`config.mk`:
```
export PLATFORM = sky130hd
export DESIGN_NAME = tilelink_initiator
export DESIGN_NICKNAME = d
export VERILOG_FILES = /design/src/rtl/tilelink_initiator_pkg.sv /design/src/rtl/tilelink_initiator.sv
export SDC_FILE = /design/constraint.sdc
export NUM_CORES = 1
export LEC_CHECK = 0
export ABC_CLOCK_PERIOD_IN_PS = 2180
export CORE_MARGIN = 4
export CORE_UTILIZATION = 40
export DETAILED_ROUTE_END_ITERATION = 8
export PLACE_DENSITY = 0.85
export SLEW_MARGIN = 30
export SYNTH_ARGS = -nofsm -noshare
export SYNTH_HDL_FRONTEND = slang
export SYNTH_SLANG_ARGS = --single-unit
```
`constraint.sdc`:
```
create_clock -name clock -period 2.18 [get_ports clock]
set_input_delay 0.436 -clock clock [delete_from_list [all_inputs] [get_ports clock]]
set_output_delay 0.436 -clock clock [all_outputs]
set_load 0.005 [all_outputs]
```
`src/rtl/tilelink_initiator_pkg.sv`:
```
// TileLink-UL shared types: A/D channel structs, opcodes and the initiator state enum.
// Latency: n/a (types only).
// Backpressure: n/a (types only).
//
// Ports: none. Imported by the initiator, by monitors and by benches that
// need to decode bus fields or the initiator state.
package tilelink_initiator_pkg;

  // A-channel opcodes used by TL-UL initiators.
  typedef enum logic [2:0] {
    PutFullData    = 3'd0,
    PutPartialData = 3'd1,
    Get            = 3'd4
  } tl_a_op_e;

  // D-channel opcodes returned by TL-UL responders.
  typedef enum logic [2:0] {
    AccessAck     = 3'd0,
    AccessAckData = 3'd1
  } tl_d_op_e;

  // Initiator-driven bundle. a_ready is the initiator's readiness to take a
  // D beat; this initiator always has room for its single response.
  typedef struct packed {
    logic        a_valid;
    tl_a_op_e    a_opcode;
    logic [2:0]  a_param;
    logic [1:0]  a_size;
    logic [7:0]  a_source;
    logic [31:0] a_address;
    logic [3:0]  a_mask;
    logic [31:0] a_data;
    logic        a_ready;
  } tilelink_a;

  // Responder-driven bundle. d_ready is the responder's readiness to take an
  // A beat.
  typedef struct packed {
    logic        d_valid;
    tl_d_op_e    d_opcode;
    logic [2:0]  d_param;
    logic [1:0]  d_size;
    logic [7:0]  d_source;
    logic [31:0] d_data;
    logic        d_error;
    logic        d_ready;
  } tilelink_d;

  typedef enum logic [1:0] {
    IDLE = 2'd0,
    REQ  = 2'd1,
    WAIT = 2'd2,
    RESP = 2'd3
  } tl_init_state_e;

  // Full-word writes use PutFullData; any partial lane mask needs PutPartialData.
  function automatic tl_a_op_e put_opcode(input logic [3:0] mask);
    tl_a_op_e op;
    if (mask == 4'hF) op = PutFullData;
    else              op = PutPartialData;
    return op;
  endfunction

endpackage

```
`src/rtl/tilelink_initiator.sv`:
```
// Single-outstanding TL-UL initiator: command/response handshake in, one A request out, waits for D.
// Latency: cmd accept edge 0 -> a_valid cycle 1 -> (zero-wait responder) rsp_valid cycle 3; timeout forces rsp after TIMEOUT cycles.
// Backpressure: cmd_ready only in IDLE; A held until d_ready; RESP holds until rsp_ready; late D beats are dropped.
//
// Ports:
//   clock, reset_n                 clock and async active-low reset
//   cmd_valid/cmd_ready            command handshake (write, addr, data, mask)
//   rsp_valid/rsp_ready            response handshake (data, error, timeout flag)
//   bus_tla                        registered TL-UL A-channel bundle
//   tick_tld                       TL-UL D-channel bundle from the responder
module tilelink_initiator
  import tilelink_initiator_pkg::*;
#(
  parameter int unsigned TIMEOUT   = 16,
  parameter logic [7:0]  SOURCE_ID = 8'd0
) (
  input  logic        clock,
  input  logic        reset_n,
  input  logic        cmd_valid,
  output logic        cmd_ready,
  input  logic        cmd_write,
  input  logic [31:0] cmd_addr,
  input  logic [31:0] cmd_data,
  input  logic [3:0]  cmd_mask,
  output logic        rsp_valid,
  input  logic        rsp_ready,
  output logic [31:0] rsp_data,
  output logic        rsp_error,
  output logic        rsp_timeout,
  output tilelink_a   bus_tla,
  input  tilelink_d   tick_tld
);

  localparam int CW = $clog2(TIMEOUT + 1);
  localparam logic [CW-1:0] CNT_LAST = CW'(TIMEOUT - 1);

  localparam tilelink_a A_RESET = '{
    a_valid:   1'b0,
    a_opcode:  Get,
    a_param:   3'd0,
    a_size:    2'd2,
    a_source:  SOURCE_ID,
    a_address: 32'd0,
    a_mask:    4'd0,
    a_data:    32'd0,
    a_ready:   1'b1
  };

  tl_init_state_e state_q, state_d;
  tilelink_a      a_q, a_d;
  logic           rsp_valid_q, rsp_valid_d;
  logic [31:0]    rsp_data_q, rsp_data_d;
  logic           rsp_error_q, rsp_error_d;
  logic           rsp_timeout_q, rsp_timeout_d;
  logic [CW-1:0]  cnt_q, cnt_d;
  // Held low through reset and the first edge after release, so a command
  // cannot be taken while the block is still coming out of reset.
  logic           live_q;
  logic           cnt_hit;
  logic           to_fire;

  assign cnt_hit = (cnt_q == CNT_LAST);

  always_comb begin
    state_d       = state_q;
    a_d           = a_q;
    rsp_valid_d   = rsp_valid_q;
    rsp_data_d    = rsp_data_q;
    rsp_error_d   = rsp_error_q;
    rsp_timeout_d = rsp_timeout_q;
    cnt_d         = cnt_q;
    to_fire       = 1'b0;

    unique case (state_q)
      IDLE: begin
        if (cmd_valid && cmd_ready) begin
          a_d.a_address = cmd_addr;
          a_d.a_size    = 2'd2;
          a_d.a_valid   = 1'b1;
          if (cmd_write) begin
            a_d.a_opcode = put_opcode(cmd_mask);
            a_d.a_mask   = cmd_mask;
            a_d.a_data   = cmd_data;
          end else begin
            a_d.a_opcode = Get;
            a_d.a_mask   = 4'hF;
            a_d.a_data   = 32'd0;
          end
          cnt_d   = '0;
          state_d = REQ;
        end
      end
      REQ: begin
        // A request stalled past the budget is abandoned like a missing response.
        if (cnt_hit) begin
          to_fire = 1'b1;
        end else begin
          cnt_d = cnt_q + CW'(1);
          if (tick_tld.d_ready) begin
            a_d.a_valid = 1'b0;
            state_d     = WAIT;
          end
        end
      end
      WAIT: begin
        // A real response on the deadline cycle beats the timeout.
        if (tick_tld.d_valid) begin
          rsp_valid_d   = 1'b1;
          rsp_data_d    = tick_tld.d_data;
          rsp_error_d   = tick_tld.d_error;
          rsp_timeout_d = 1'b0;
          state_d       = RESP;
        end else if (cnt_hit) begin
          to_fire = 1'b1;
        end else begin
          cnt_d = cnt_q + CW'(1);
        end
      end
      RESP: begin
        if (rsp_ready) begin
          rsp_valid_d = 1'b0;
          state_d     = IDLE;
        end
      end
      default: state_d = IDLE;
    endcase

    if (to_fire) begin
      a_d.a_valid   = 1'b0;
      rsp_valid_d   = 1'b1;
      rsp_data_d    = 32'd0;
      rsp_error_d   = 1'b1;
      rsp_timeout_d = 1'b1;
      state_d       = RESP;
    end
  end

  always_ff @(posedge clock or negedge reset_n) begin
    if (!reset_n) begin
      state_q       <= IDLE;
      a_q           <= A_RESET;
      rsp_valid_q   <= 1'b0;
      rsp_data_q    <= 32'd0;
      rsp_error_q   <= 1'b0;
      rsp_timeout_q <= 1'b0;
      cnt_q         <= '0;
      live_q        <= 1'b0;
    end else begin
      state_q       <= state_d;
      a_q           <= a_d;
      rsp_valid_q   <= rsp_valid_d;
      rsp_data_q    <= rsp_data_d;
      rsp_error_q   <= rsp_error_d;
      rsp_timeout_q <= rsp_timeout_d;
      cnt_q         <= cnt_d;
      live_q        <= 1'b1;
    end
  end

  assign cmd_ready   = live_q && (state_q == IDLE);
  assign bus_tla     = a_q;
  assign rsp_valid   = rsp_valid_q;
  assign rsp_data    = rsp_data_q;
  assign rsp_error   = rsp_error_q;
  assign rsp_timeout = rsp_timeout_q;

  // D opcode, param, size and source carry nothing this single-outstanding
  // initiator needs.
  logic unused_d;
  assign unused_d = ^{tick_tld.d_opcode, tick_tld.d_param, tick_tld.d_size,
                      tick_tld.d_source};

endmodule

```
Word level (Yosys, flattened, before mapping)
Cells that the tools add are included.
Operators by class
  add/sub/neg operators: 1
  $mul: 0
  divide/modulo/power cells: 0
  order comparisons: 0
  eq/ne operators: 12
  shifts and indexed selects: 0
  multiplexer cells: 35
  bitwise logic cells: 0
  reduce and logical (&&, ||, !) cells: 14
Operators with widths (count)
  2-to-1 mux 32 bit: 3
  2-to-1 mux 36 bit: 1
  2-to-1 mux 1 bit: 15
  2-to-1 mux 5 bit: 3
  inequality test 3 bit (second input constant): 5
  case mux 5 bit (3 select lines): 1
  2-to-1 mux 2 bit: 6
  nonzero test 3 bit: 3
  case mux 2 bit (4 select lines): 1
  case mux 1 bit (2 select lines): 3
  AND reduction 3 bit: 2
  adder 5 x 1 -> 5 bit (second input constant): 1
  == test 5 x 4 -> 1 bit (second input constant): 1
  AND reduction 5 bit: 1
  == test 2 bit (second input constant): 2
  == test 4 bit (second input constant): 1
  2-to-1 mux 4 bit: 1
  inequality test 2 bit (second input constant): 2
  AND reduction 2 bit: 2
  AND reduction 4 bit: 1
  nonzero test 2 bit: 2
  2-to-1 mux 3 bit: 1
  == test 2 x 1 -> 1 bit (second input constant): 1
  logical AND 1 bit: 2
  zero test 2 bit: 1
Storage, ports and cells
  register bits after elaboration: 115
  bits in latches: 0
  bits in writable memories: 0
  memory bits (read-only): 0
  bits of input ports: 124
  output and inout bits: 122
  logic and storage cells: 74
  memories: 0

Logic depth before layout (Yosys ltp)
Gate-level depths: netlist of the first run.
  depth after elaboration: 6
  gate-level depth with buffers: 8
  gate-level depth less buffers: 7

Worst setup path after synthesis of the first run
OpenSTA, ideal clock, no wires.
  kind: register to register
  start point: register cnt_q[0]
  end point: register cnt_q[3]
  library setup time: 0.095 ns
  arrival: 1.863 ns
  required time: 2.085 ns
  slack: 0.222 ns
  cell stages (with the launch flop): 7
  buffers on the path: 0
  clock period less this slack: 1.958 ns
  cell sequence: dfrtp_1 > ha_1 > and3_1 > ha_1 > a2111o_1 > or2_1 > o31ai_1
Between the ends
  word-level cells in the longest chain between the ends: 4
  elaborated cells on any way between the ends: 5
  those cells by class: add/sub (1); eq/ne (1); mux (3)
Ends and longest elaborated chain
  from (decl): line tilelink_initiator.sv:55  | logic [CW-1:0] cnt_q, cnt_d;
  from (signal assigned): line tilelink_initiator.sv:155  | cnt_q <= cnt_d;
  adder 5 x 1 -> 5 bit or == test 5 x 4 -> 1 bit (tied branches): line tilelink_initiator.sv:98, tilelink_initiator.sv:116, tilelink_initiator.sv:62
  2-to-1 mux 5 bit (*): line tilelink_initiator.sv:95, tilelink_initiator.sv:113
  2-to-1 mux 5 bit: line tilelink_initiator.sv:107  | if (tick_tld.d_valid) begin
  case mux 5 bit (3 select lines) (*): line tilelink_initiator.sv:74  | unique case (state_q)
Every way passes the cells marked *; elsewhere a longest branch is shown, timed or not. The select of a mux whose other input is x is not followed.
A chain may end at the register's enable or synchronous reset.

Final worst setup path of the first run
Same ends and word-level chain as after synthesis.

==> flow_metrics.env, run 1 <==
export IMPL_outcome="complete, no violations"
export IMPL_hp_class="in -> async"
export IMPL_rows=39
export IMPL_fp_coreArea_um2=11500
export IMPL_areaGrowthSynthToFinish_pct=64.3
export IMPL_fin_cells=837
export IMPL_syn_area_um2=4720
export IMPL_ys_types=32
export IMPL_slew_viol_final=0
export IMPL_grt_start_max_net_pins=69
export IMPL_synth_seq_cells=114
export IMPL_drtIter0Drc=200
export IMPL_initial_core_util_pct=41.1
export IMPL_setup_tns_final_ps=0
export IMPL_crit_type="reg -> reg"
export IMPL_wire_per_inst_um=15.7
export IMPL_avgSynthCellArea_um2=10.3
export IMPL_cts_clk_slew_worst_paths_ps=50
export IMPL_grt_pass1_wl_um=19900
export IMPL_design_area_um2=7750
export IMPL_grt_setup_unrepaired="false"
export IMPL_die_area_um2=13600
export IMPL_cpPeakStageDelay_ps=410
export IMPL_die_width_um=117
export IMPL_yosys_warnings=0
export IMPL_hold_violations=0
export IMPL_fin_skew_ps=8.25
export IMPL_n_antenna_cell=0
export IMPL_critPathLaunchType="flop"
export IMPL_layout_common_cells="clkdlybuf4s50_1 (212), nand2_1 (143), dfrtp_1 (113), o21ai_0 (43), a21oi_1 (35)"
export IMPL_worstSkewPairLatency_ps=400
export IMPL_leakage_nw=3.46
export IMPL_final_period_utilization_pct=93.7
export IMPL_final_antenna_net_count=0
export IMPL_fin_crit_ps=2040
export IMPL_required_ps=2470
export IMPL_gp_congestion=0.814
export IMPL_power_per_cell_area_nw_per_um2=1390
export IMPL_end_kind="flop"
export IMPL_slowest_stage="dfrtp_1"
export IMPL_portBuffers=214
export IMPL_dpl_cell_count=801
export IMPL_drtPass1Iterations=4
export IMPL_grt_total_usage_pct=18.8
export IMPL_syn_inst=457
export IMPL_clock_tree_buffer_depth=2
export IMPL_max_cap_viol_count=0
export IMPL_io_pin_count=246
export IMPL_routed_wl_um=13200
export IMPL_num_vias=3997
export IMPL_drive_gt1_share_pct=13.1
export IMPL_grt_pass1_vias=4053
export IMPL_vias_per_cell=4.78
export IMPL_nNetsFinal=813
export IMPL_place_hpwl_um=9690
export IMPL_max_freq_mhz=490
export IMPL_setup_viol=0
export IMPL_die_h_um=117
export IMPL_antenna_found_initial=0
export IMPL_root_buffer="clkbuf_16"
export IMPL_cts_tree="yes"
export IMPL_gr_total_overflow=0
export IMPL_cts_htree_levels=4
export IMPL_numCtsBuffers=17
export IMPL_drc=0
export IMPL_final_common_cell="clkdlybuf4s50_1"
export IMPL_dpl_cell_area_um2=7030
export IMPL_path_cells="ha_1 -> and3_1 -> ha_1 -> a2111o_1 -> or2_1 -> o31ai_1"
export IMPL_ir_drop_v=0.000674
export IMPL_cp_max_fo=4
export IMPL_critical_path_arrival_ps=2340
export IMPL_path_common_cell="ha_1"
export IMPL_clock_sinks=114
export IMPL_synth_seq_area_share_pct=60.5
export IMPL_fillers=811
## where the power goes
part	total (mW)	internal, mW	switching, mW
clock network	3.11	2.12	0.985
registers	3.59	3.08	0.506
logic	4.10	2.54	1.55
total	10.8	7.75	3.04
## worst max-delay path: cells and delay by family (launching register included)
family / cells / cell delay (ps)
compound gates: 2 / 630
fa+ha+maj: 2 / 430
flops: 1 / 410
simple gates: 2 / 460
## flip-flops by register name, summed over array words and instances (netlist names)
| signal | cells |
|---|---|
| state_q | 2 |
| bus_tla | 71 |
| rsp_data | 32 |
| rsp_timeout | 1 |
| rsp_valid | 1 |
| cnt_q | 5 |
| live_q | 1 |
| rsp_error | 1 |
## final timing paths
path | end | from | depth (start not counted) | slack (ps)
setup / recovery | cnt_q[3] | cnt_q[0] | 6 | 140
hold / removal | rsp_data[24] | reset_n | 2 | 480
setup reg to reg | cnt_q[3] | cnt_q[0] | 6 | 140
hold reg to reg | bus_tla[84] | bus_tla[84] | 2 | 480
max in group asynchronous | bus_tla[84] | reset_n | 3 | 1020
min in group clock | bus_tla[84] | bus_tla[84] | 2 | 480
## cell type report
| type | instances | area, um2 | area share [%] |
|---|---|---|---|
| tap | 143 | 179 | 2.31 |
| clock buffer | 20 | 467 | 6.02 |
| clock inverter | 12 | 203 | 2.62 |
| inverter | 8 | 30.0 | 0.387 |
| multi-input combinational | 309 | 1700 | 21.9 |
| timing repair buffer | 231 | 2320 | 30.0 |
| sequential | 114 | 2850 | 36.8 |
## routing by layer
layer  vias up  wire length (um)  global-route usage, %  part of all wire, %
met2       182              6550                   32.7                   50
li1       1916                 -                      -                    -
met1      1882              5100                   21.5                   39
met5         -                 0                      0                    0
met4         0               227                   6.12                  1.7
met3        17              1290                   7.05                  9.8
## what timing repair did
action                                 CTS  global route
pin swaps                                1             1
endpoints found under the hold margin   20             0
hold buffers                             1             0
setup endpoints to repair                1             3
setup buffers                            2             1
gates cloned                             0             0
gates resized for setup                  4             2
## cells in the mapped netlist (all sizes together)
cell	number	area, um2
a2111o	1	11.3
a21boi	2	15.0
a21o	1	7.51
a21oi	36	180
a311oi	1	8.76
a31oi	1	6.26
and2	3	21.3
and3	1	6.26
buf	17	129
clkbuf	23	86.3
conb	2	7.51
dfrtp	113	2830
dfstp	1	26.3
ha	8	100
inv	8	30.0
mux2	32	360
mux2i	3	30.0
nand2	144	541
nand2b	3	18.8
nand3	1	5.00
nand3b	1	7.51
nand4	1	6.26
nor2	2	7.51
nor2b	4	25.0
o21ai	43	215
o21ba	1	10.0
o31ai	2	15.0
or2	2	12.5
## cell families (layout without fill, tap and decap cells)
kind of cell | Yosys count | count (layout) | synth area share [%]
adders and majority gates | 8 | 8 | 2.12
DFF | 114 | 114 | 60.5
muxes | 35 | 35 | 8.28
buffers and inverters | 48 | 271 | 5.20
other | 2 | 16 | 0.159
AOI/OAI and AO/OA | 88 | 88 | 9.95
and+or+nand+nor | 162 | 162 | 13.8
## metrics by stage
| step | util, % | hold slack, ps | worst slack [ps] | total power, mW |
|---|---|---|---|---|
| after global placement | 61.3 | 342 | 147 | 7.43 |
| after detailed placement | 61.3 | 346 | 65.7 | 7.65 |
| after global routing | 67.6 | 510 | 28.7 | 11.4 |
| after floorplan | - | 140 | 222 | 5.06 |
| after CTS | 67.5 | 456 | 8.36 | 10.9 |
| final | 67.6 | 481 | 138 | 10.8 |
Note: power is estimated with default switching activity, not from simulation.
==> run 2: changes to the inputs <==
Settings changed: ABC_AREA set to 0.
==> results of run 2 <==
Final layout, timing and power as in run 1 (identical DEF).
==> RTL change: new RTL, settings of run 2 <==
The parameter `TIMEOUT` goes from 16 to 32.
--- a/src/rtl/tilelink_initiator.sv
+++ b/src/rtl/tilelink_initiator.sv
@@ -13,3 +13,3 @@
 #(
-  parameter int unsigned TIMEOUT   = 16,
+  parameter int unsigned TIMEOUT   = 32,
   parameter logic [7:0]  SOURCE_ID = 8'd0
Behaviour: no difference found for any inputs over 4 cycles, from zero or initial values and one cycle with reset_n low; that may be too few to reach the edited logic, so the function may still have changed.
==> RTL change against run 2 <==
Total power decreased by 3.7%. Design area is 0.39% lower. Fmax grew 2.1%. Area after synthesis up 3.0%. Sequential cell count rose by 1. Worst setup slack improved by 43 ps. Clock skew barely moved. Routed wire length increased by 4.8%.
==> RTL change: results (changes against run 2) <==
status: completed
mux contribution to synthesized area: 0.0762 (-0.00653)
clock latency at the later pin of the worst-skew pair: 400 ps (about the same)
Via density: 4.99 (+4.5%)
DRT Pass-1 Iters: 4 (unchanged)
top cells by area, synth: dfrtp_1 (59%), nand2_1 (11%), mux2_2 (7.4%), o21ai_0 (4.6%), a21oi_1 (3.9%)
compound-gate portion of the synthesized area: 0.106 (+0.00638)
Worst Tran Pin Value: 612 ps
Min-Delay Path Class: in2async
GRT Total Usage: 0.198 (+0.00991)
vias in the first global route: 4,360 (+7.6%)
Root Buffer: clkbuf_16
P_leak: 3.38 nW (-2.2%)
Arrival @ worst endpoint: 2290 ps (-50 ps)
worst vdd ir: 0.000595 V (-12%)
fraction of layout cells with a size suffix above 1: 0.119 (-0.0121)
number of enable flip-flop cells after synthesis: 0 (unchanged)
ANT cells: 0 (unchanged)
IO buf count: 214 (unchanged)
Clock Path Buffers: 2 (unchanged)
post-DP HPWL: 10.2 mm (+4.7%)
Distinct cells, synth: 38 (+19%)
Avg WL per Cell: 16.3 um (+3.3%)
share of synthesized flip-flops with an asynchronous set or reset: 1.00 (unchanged)
XOR/XNOR share of the synthesized area: 0.00180 (+0.00180)
adder and majority gate portion of the synthesized area: 0.0155 (-0.00577)
slowest stage delay, CP: 510 ps (+100 ps)
fmax: 500 MHz (+2.1%)
first-pass GRT wire length: 22.2 mm (+12%)
ys flop type: dfrtp_1
crit path max-delay cell type: or4_1
initial antenna violation count: 0 (unchanged)
max FFs per register: 71 (unchanged)
Max Cap Violations: 0 (unchanged)
peak fanout along the critical path: 7 (+3)
CTS Buf Count: 17 (unchanged)
sequential area share after synthesis: 0.593 (-0.0125)
htree depth: 4 (unchanged)
RePlAce Congestion: 0.861 (+5.8%)
DRT iter0 DRCs: 265 (+33%)
top post-synthesis cells by count: nand2_1 (144), dfrtp_1 (114), o21ai_0 (45)
register clock-pin slew on the reported worst setup and hold paths: 50 ps (about the same)
Syn. warnings: 0 (unchanged)
skew final: 8.22 ps (-0.0274 ps)
Fill cells: 864 (+6.5%)
maximum number of pins on one net before global-route repair: 116 (+68%)
delay-heaviest family, CP: simple AND/OR/NAND/NOR gates
Layout Nets: 827 (+1.7%)
## RTL change: changes by cell type in the layout (fill, tap and decap cells not counted), sizes merged, moves of 3 or more
| cell | before | now |
|---|---|---|
| clkinv | 2 | 7 |
| nor2 | 2 | 5 |
| clkinvlp | 4 | 0 |
| inv | 9 | 6 |
| a21oi | 36 | 39 |
| bufinv | 5 | 1 |
| buf | 17 | 14 |
| or3 | 0 | 4 |
| nor3 | 0 | 3 |
## RTL change: final timing paths
kind	startpoint	to	slack, ps	cells after the start
worst max-delay path	state_q[1]	state_q[0]	180	6
worst max register to register	state_q[1]	state_q[0]	180	6
worst min-delay path	reset_n	bus_tla[53]	110	2
min in group clock	bus_tla[33]	bus_tla[33]	480	2
worst min register to register	bus_tla[33]	bus_tla[33]	480	2
max in group asynchronous	reset_n	bus_tla[14]	1600	2
## RTL change: final cells by class
class / count / area, sq um / area share
clock inverter: 8 / 65.1 / 0.00843
sequential: 115 / 2880 / 0.373
inverter: 6 / 25.0 / 0.00324
multi-input combinational: 330 / 1820 / 0.236
clock buffer: 20 / 447 / 0.0579
timing repair buffer: 227 / 2300 / 0.298
tap: 143 / 179 / 0.0232
## RTL change: per-layer routing
metal  vias up  routed length [um]  track usage
li1       1998                   -            -
met5         -                   0            0
met3        39                1040       0.0630
met4         0                 475        0.102
met1      2020                5210        0.222
met2       179                7070        0.338
## RTL change: report_power, final
group,leakage (nW),internal (mW),switching (mW)
clock network,0.261,1.55,0.887
logic,1.69,2.65,1.58
registers,1.43,3.17,0.559
## RTL change: cells by family (layout without fill, tap and decap cells)
group,after synthesis,count (layout)
fa+ha+maj,6,6
compound gates,93,93
flops,115,115
other cells,2,16
xor+xnor,1,1
mux,33,33
buf+inv,47,261
simple gates,181,181
## RTL change: repair_timing
item                       in CTS  in global routing
setup buffers                   2                  0
resized for setup               7                  1
pin swaps                       0                  0
hold buffers                    0                  0
setup endpoints to repair       1                  1
gates cloned                    0                  0
## RTL change: through the flow
step | setup slack (ps) | std cells | instance area, sq um | util
detailed placement | 132 | 819 | 7170 | 0.615
finish | 181 | 849 | 7720 | 0.662
CTS | 18.7 | 849 | 7720 | 0.662
global route | 107 | 849 | 7720 | 0.662
floorplan | 317 | 492 | 4910 | -
global placement | 175 | 819 | 7170 | 0.615
